$ cat src/rtl/watchdog_timer_unit.sv
`default_nettype none
// ============================================================================
// Module   : watchdog_timer_unit
// Purpose  : Supervisory watchdog. It raises warning at WARN_CYCLES and
//            force_reset at TIMEOUT_CYCLES unless heartbeat restarts it.
// Options  : WDT_PULSE_OUT_EN makes force_reset a one-cycle pulse; otherwise
//            force_reset is a level.
// Revision : 1.0 - initial release
// ============================================================================
module watchdog_timer_unit #(
    parameter int TIMEOUT_CYCLES = 125_000_000,
    parameter int WARN_CYCLES    = 93_750_000,
    parameter int CNT_W          = 32
) (
    input  logic clk,
    input  logic rst,
    input  logic enable,
    input  logic heartbeat,
    output logic warning,
    output logic force_reset
);

    localparam logic [CNT_W-1:0] c_TIMEOUT = CNT_W'(TIMEOUT_CYCLES);
    localparam logic [CNT_W-1:0] c_WARN    = CNT_W'(WARN_CYCLES);
    localparam logic [CNT_W-1:0] c_ONE     = CNT_W'(1);

    logic [CNT_W-1:0] r_count;
    logic [CNT_W-1:0] w_count_nxt;
    logic             r_warning;
    logic             w_warning_nxt;
    logic             r_triggered;
    logic             w_triggered_nxt;

    // Disarm and kick both clear the count. Once tripped, the count saturates.
    // The >= test also keeps the counter from wrapping.
    always_comb begin
        w_count_nxt = r_count;
        if (!enable || heartbeat) begin
            w_count_nxt = '0;
        end else if (r_triggered || (r_count >= c_TIMEOUT)) begin
            w_count_nxt = c_TIMEOUT;
        end else begin
            w_count_nxt = r_count + c_ONE;
        end
    end

    assign w_warning_nxt   = (w_count_nxt >= c_WARN);
    assign w_triggered_nxt = (w_count_nxt >= c_TIMEOUT);

    always_ff @(posedge clk or posedge rst) begin
        if (rst) begin
            r_count     <= '0;
            r_warning   <= 1'b0;
            r_triggered <= 1'b0;
        end else begin
            r_count     <= w_count_nxt;
            r_warning   <= w_warning_nxt;
            r_triggered <= w_triggered_nxt;
        end
    end

    assign warning = r_warning;

`ifdef WDT_PULSE_OUT_EN
    logic r_force_pulse;

    // The pulse register shares the trip edge with r_triggered.
    always_ff @(posedge clk or posedge rst) begin
        if (rst) begin
            r_force_pulse <= 1'b0;
        end else begin
            r_force_pulse <= w_triggered_nxt & ~r_triggered;
        end
    end

    assign force_reset = r_force_pulse;
`else
    assign force_reset = r_triggered;
`endif

endmodule
`default_nettype wire

$ cat config.mk
export PLATFORM = sky130hd
export DESIGN_NAME = watchdog_timer_unit
export DESIGN_NICKNAME = d
export VERILOG_FILES = /design/src/rtl/watchdog_timer_unit.sv
export SDC_FILE = /design/constraint.sdc
export NUM_CORES = 1
export LEC_CHECK = 0
export ABC_AREA = 0
export CORE_MARGIN = 8
export CORE_UTILIZATION = 45
export CTS_CLUSTER_DIAMETER = 150
export DETAILED_ROUTE_END_ITERATION = 8
export SETUP_SLACK_MARGIN = 0.5
export SYNTH_ARGS = -nofsm -noshare
export SYNTH_HDL_FRONTEND = slang
export SYNTH_SLANG_ARGS = --single-unit
$ cat constraint.sdc
create_clock -name clk -period 2.82 [get_ports clk]
set_clock_uncertainty 0.2 [all_clocks]
set_input_delay 0.564 -clock clk [delete_from_list [all_inputs] [get_ports clk]]
set_output_delay 0.564 -clock clk [all_outputs]
set_load 0.02 [all_outputs]
==> out/metrics.yaml, run 1 <==
outcome: "finished, final reports clean"
cts_max_level: 2
synth_area_leaders: "dfrtp_1, xor2_1, nand2_1"
critPathRequiredTime_ns: 2.84
final-instance-count-excl-fill: 346
cts_tree: "built"
min_from: "r_count[2]"
path_class: "reg -> reg"
ant_nets: 0
routed-wl-met3_um: 143
drv_cap: 0
grt-ovfl-total: 0
hold_buffers: 0
setup_tns_ns: 0
yosysUniqueCellTypes: 54
cp_top_family: "compound AO/OA/AOI/OAI gates"
final-hold-violation-count: 0
path_cells: "ha_4 -> nand4_4 -> or4_4 -> xor2_2 -> nand2b_4 -> a2111o_1 -> a221o_1 -> a21oi_2 -> o311a_1"
postSynthCellCount: 247
wl_met2_um: 2860
final_util: 0.642
synth_top_area_frac: 0.390
num_rows: 25
grt_use_total: 0.161
top_layer_used: "met4"
drc: 0
ys_warn_count: 0
routabilityCongestion: 0.902
viasPerCell: 5.75
clock_path_buffers: 2
initial_utilization: 0.465
grt_pass1_vias: 1920
crit_buf_inv: 0
grt_pass1_wl_um: 9320
die_w_um: 85.6
crit_path_start_kind: "flip-flop"
max_freq_mhz: 363
setup_violations: 0
async_flop_share: 1.00
cpPeakStageDelay_ns: 0.55
finalCritPeriodShare: 0.978
wl_met1_um: 2490
diodes: 0
clk_latency_ns: 0.29
ys_seq_elements: 34
area_growth_pct: 38.0
final_area_mm2: 0.00301
drt_first_pass_iters: 4
die_h_um: 85.6
timing.final.max_slew_violations: 0
worstSetupStartpoint: "r_count[0]"
hpwl_um: 3860
clkSlewWorstSetupHoldPaths_ns: 0.08
drt_iter0_drc: 67
cp_max_fo: 3
place_inst: 327
cts.sinks: 34
synthFlopType: "dfrtp_1"
nets: 297
avgSynthCellArea_um2: 8.83
critical_path.slowest_cell: "or4_4"
cts_root_buffer: "clkbuf_8"
layout-drive-gt1-share: 0.349
power.density_mw_per_mm2: 381
grt_max_degree: 35
netlist_area_mm2: 0.00218
core_area_mm2: 0.00469
p_leak_nw: 1.24
rsz0062_at_grt: "yes"
io_pins: 6
synth_top_cell_by_area: "dfrtp_1"
fin_crit_ns: 2.76
ir_drop_mv: 0.290
die_area_mm2: 0.00733
endpoint_kind: "flip-flop"
wirelength_um: 5590
antenna_found_initial: 0
r2r_start: "r_count[0]"
numCtsBuffers: 5
yosysSeqAreaShare: 0.390
arrival_ns: 2.77
dr_total_vias: 1991
synth_edf_count: 0
post_dp_cell_area_mm2: 0.00254
holdCritPathClass: "reg -> reg"
port_buffers: 5
wl_per_cell_um: 16.2
whs_ns: 0.449
==> worst register-to-register path, cell delays in order, from the launching register on <==
cell and delay, ns:
dfrtp_1 0.40, ha_4 0.17, nand4_4 0.11, or4_4 0.55, xor2_2 0.18, nand2b_4 0.14, a2111o_1 0.28, a221o_1 0.34
a21oi_2 0.16, o311a_1 0.16
==> per-stage QoR <==
stage               worst slack (ns)  power (mW)
finish                        0.0621        1.15
global route                -0.00707        1.19
CTS                           0.0635        1.15
detailed placement           -0.0783       0.608
global placement              -0.102       0.608
floorplan                      0.140       0.575
==> registers in the layout, summed over array words and instances (netlist names) <==
register     flops
warning          1
r_count         32
force_reset      1
==> report_power, final <==
part           switching [mW]  leakage [nW]  internal (mW)
sequential             0.0160         0.440          0.503
combinational          0.0526         0.735         0.0393
clock                   0.182        0.0683          0.354
==> cell usage in the layout, fill, tap and decap left out, types with 4 or more instances in the layout <==
master	count
a21oi_1	14
dfrtp_2	5
dfrtp_1	29
nand4_1	9
xnor2_1	9
nor2_2	4
buf_4	37
and3_1	4
clkbuf_8	5
inv_1	8
buf_6	4
a31oi_1	4
xor2_1	11
conb_1	5
xor2_2	4
nand2_1	21
clkdlybuf4s50_1	5
nor2_1	16
nand3_1	12
==> synthesized netlist by cell type (3+ instances only) <==
cell type	count
a211oi_1	6
a21oi_1	16
a31oi_1	4
and3_1	5
buf_2	8
clkbuf_1	6
dfrtp_1	34
inv_1	8
mux2_2	3
nand2_1	25
nand3_1	13
nand4_1	9
nor2_1	22
nor3_1	5
nor4_1	3
nor4b_1	4
o21ai_0	3
or2_2	3
xnor2_1	10
xor2_1	16
==> final cells by class <==
cell class                 count  area, µm²
fill                         357       1680
multi-input combinational    194       1510
sequential                    34        857
timing repair buffer          48        408
clock buffer                   5       68.8
clock inverter                 3       68.8
tap                           54       67.6
inverter                       8       30.0
==> kinds of logic (layout without fill, tap and decap cells) <==
kind of cell / count (synthesis) / count (layout) / share of synthesized area
other: 1 / 5 / 0.00172
adders and majority gates: 2 / 2 / 0.0115
DFF: 34 / 34 / 0.390
and+or+nand+nor: 110 / 110 / 0.282
buffers and inverters: 23 / 64 / 0.0442
muxes: 4 / 4 / 0.0201
AOI/OAI and AO/OA: 47 / 47 / 0.146
xor gates and xnor gates: 26 / 26 / 0.104
==> final timing paths <==
check	slack (ns)	endpoint	cells after the start
worst min register to register	0.45	r_count[2]	2
worst max-delay path	0.06	force_reset	9
max in group asynchronous	1.61	r_count[12]	3
worst min-delay path	0.45	r_count[2]	2
min in group asynchronous	0.47	r_count[27]	3
worst max register to register	0.06	force_reset	9
==> what timing repair did <==
item                       4_1_cts  5_1_grt
setup endpoints to repair       20       17
pin swaps                       12        4
gates resized for setup         24       28
buffers inserted                 8        3
==> layer usage <==
layer / global-route usage / vias up
li1: - / 974
met2: 0.255 / 33
met1: 0.206 / 972
met5: 0 / -
met3: 0.0334 / 12
met4: 0.0669 / 0
(Power assumes the default switching activity.)
==> run 2: changes to the inputs <==
--- a/config.mk
+++ b/config.mk
@@ -10,7 +10,9 @@
 export CORE_UTILIZATION = 45
 export CTS_CLUSTER_DIAMETER = 150
 export DETAILED_ROUTE_END_ITERATION = 8
+export HOLD_SLACK_MARGIN = 0.15
 export SETUP_SLACK_MARGIN = 0.5
+export SLEW_MARGIN = 20
 export SYNTH_ARGS = -nofsm -noshare
 export SYNTH_HDL_FRONTEND = slang
 export SYNTH_SLANG_ARGS = --single-unit
==> results of run 2 <==
No change in the layout: final DEF, timing and power equal those of run 1.
==> run 3: changes to the inputs <==
--- a/config.mk
+++ b/config.mk
@@ -6,11 +6,14 @@
 export NUM_CORES = 1
 export LEC_CHECK = 0
 export ABC_AREA = 0
+export CAP_MARGIN = 20
 export CORE_MARGIN = 8
 export CORE_UTILIZATION = 45
 export CTS_CLUSTER_DIAMETER = 150
+export CTS_CLUSTER_SIZE = 28
 export DETAILED_ROUTE_END_ITERATION = 8
 export HOLD_SLACK_MARGIN = 0.15
+export MAX_ROUTING_LAYER = met4
 export SETUP_SLACK_MARGIN = 0.5
 export SLEW_MARGIN = 20
 export SYNTH_ARGS = -nofsm -noshare
==> run 3 against run 2 <==
Net effect:
- wire length about the same
- critical path depth unchanged
- maximum frequency increased by 0.22%
- worst setup slack gained 0.0062 ns
- core utilization unchanged
- final area stayed put
- hold slack gained 0.00084 ns
- via count is essentially flat
- sequential power is essentially flat
- combinational power about the same
==> out/metrics.yaml, run 3 (same netlist as run 1, synthesis figures left out) <==
drc: 0
outcome: "finished, final reports clean"
clk_latency_ns: 0.29
layout_commonest_cell: "buf_4"
wirelength_um: 5600
drt_iter0_drc: 81
r2r_slack_ns: 0.07
final-seq-area_um2: 857
antenna_found_initial: 0
nets: 297
final-hold-violation-count: 0
setup_tns_ns: 0
num_rows: 25
numCtsBuffers: 5
rr_worst_depth: 9
min_from: "r_count[2]"
layout_common_cells: "buf_4, dfrtp_1, nand2_1, nor2_1, a21oi_1"
timing.final.max_slew_violations: 0
clkSlewWorstSetupHoldPaths_ns: 0.08
final_area_mm2: 0.00301
min_path_cells: 2
io_pins: 6
cts_tree: "built"
p_leak_nw: 1.24
rsz0062_at_grt: "yes"
die_area_mm2: 0.00733
core_area_mm2: 0.00469
port_buffers: 5
power.density_mw_per_mm2: 381
power.total_mw: 1.15
viasPerCell: 5.76
r2r-end: "force_reset"
path_class: "reg -> reg"
largest-register: "r_count"
multi_input_comb_area_mm2: 0.00151
fin_crit_ns: 2.75
cts.sinks: 34
clock_path_buffers: 2
finalCritPeriodShare: 0.976
drv_cap: 0
holdCritPathClass: "reg -> reg"
r2r_start: "r_count[0]"
layout-drive-gt1-share: 0.349
cts_root_buffer: "clkbuf_8"
setup_ws_ns: 0.0683
ir_drop_mv: 0.290
grt_use_total: 0.165
setup_violations: 0
routabilityCongestion: 0.918
area_growth_pct: 38.0
cp_max_fo: 3
dr_total_vias: 1992
hold_end: "r_count[2]"
preCtsSetupSlack_ns: -0.0783
crit_path_start_kind: "flip-flop"
grt_pass1_wl_um: 9340
die_w_um: 85.6
fill_cells: 357
arrival_ns: 2.77
max_freq_mhz: 363
cts_max_level: 2
wl_per_cell_um: 16.2
diodes: 0
endpoint_kind: "flip-flop"
grt_pass1_vias: 1917
grt_max_degree: 35
hpwl_um: 3860
largest_reg_flops: 32
critPathRequiredTime_ns: 2.84
die_h_um: 85.6
drt_first_pass_iters: 4
grt-ovfl-total: 0
post_dp_cell_area_mm2: 0.00254
ant_nets: 0
initial_utilization: 0.465
-- run 3: cell counts in the layout (fill, tap and decap cells not counted) --
Identical to the previous run, type by type.
-- run 3: layout make-up --
cell class,count,area share
Clock inverter,3,0.0229
Clock buffer,5,0.0229
Tap cell,54,0.0224
Timing Repair Buffer,48,0.135
Multi-Input combinational cell,194,0.502
Inverter,8,0.00998
Sequential cell,34,0.285
-- run 3: where the power goes --
part / switching (mW) / total, mW / internal, mW
logic: 0.0527 / 0.0920 / 0.0393
clock network: 0.183 / 0.537 / 0.354
registers: 0.0160 / 0.519 / 0.503
total: 0.252 / 1.15 / 0.896
-- run 3: timing repair --
action | in CTS | in global routing
gates resized for setup | 24 | 28
setup endpoints to repair | 20 | 17
hold buffers | 0 | 0
pin swaps | 12 | 4
buffers inserted | 8 | 3
-- run 3: how the worst max path moves through the flow --
stage	startpoint	endpoint	slack (ns)	depth (start not counted)
CTS	r_count[0]	force_reset	0.06	9
global placement	r_count[1]	force_reset	-0.10	9
detailed placement	r_count[1]	force_reset	-0.08	9
floorplan	r_count[0]	force_reset	0.14	9
finish	r_count[0]	force_reset	0.07	9
global route	r_count[0]	force_reset	-0.007	9
-- run 3: per-stage QoR --
stage / cells / utilization / hold WS [ns]
after floorplan: 251 / - / 0.325
after detailed placement: 327 / 0.541 / 0.417
final: 346 / 0.642 / 0.449
after CTS: 343 / 0.607 / 0.446
after global routing: 346 / 0.642 / 0.481
after global placement: 327 / 0.541 / 0.413
-- run 3: critical path: stages (launching register included) --
cell and delay [ns]:
dfrtp_1 0.40, ha_4 0.17, nand4_4 0.11, or4_4 0.55
xor2_2 0.18, nand2b_4 0.14, a2111o_1 0.28, a221o_1 0.34
a21oi_2 0.16, o311a_1 0.16
-- run 3: layer usage --
metal	vias to the layer above	global-route usage	routed length, µm
li1	973	-	-
met1	974	0.207	2460
met2	35	0.255	2890
met3	10	0.0334	161
met4	0	0.0669	87
met5	-	-	0
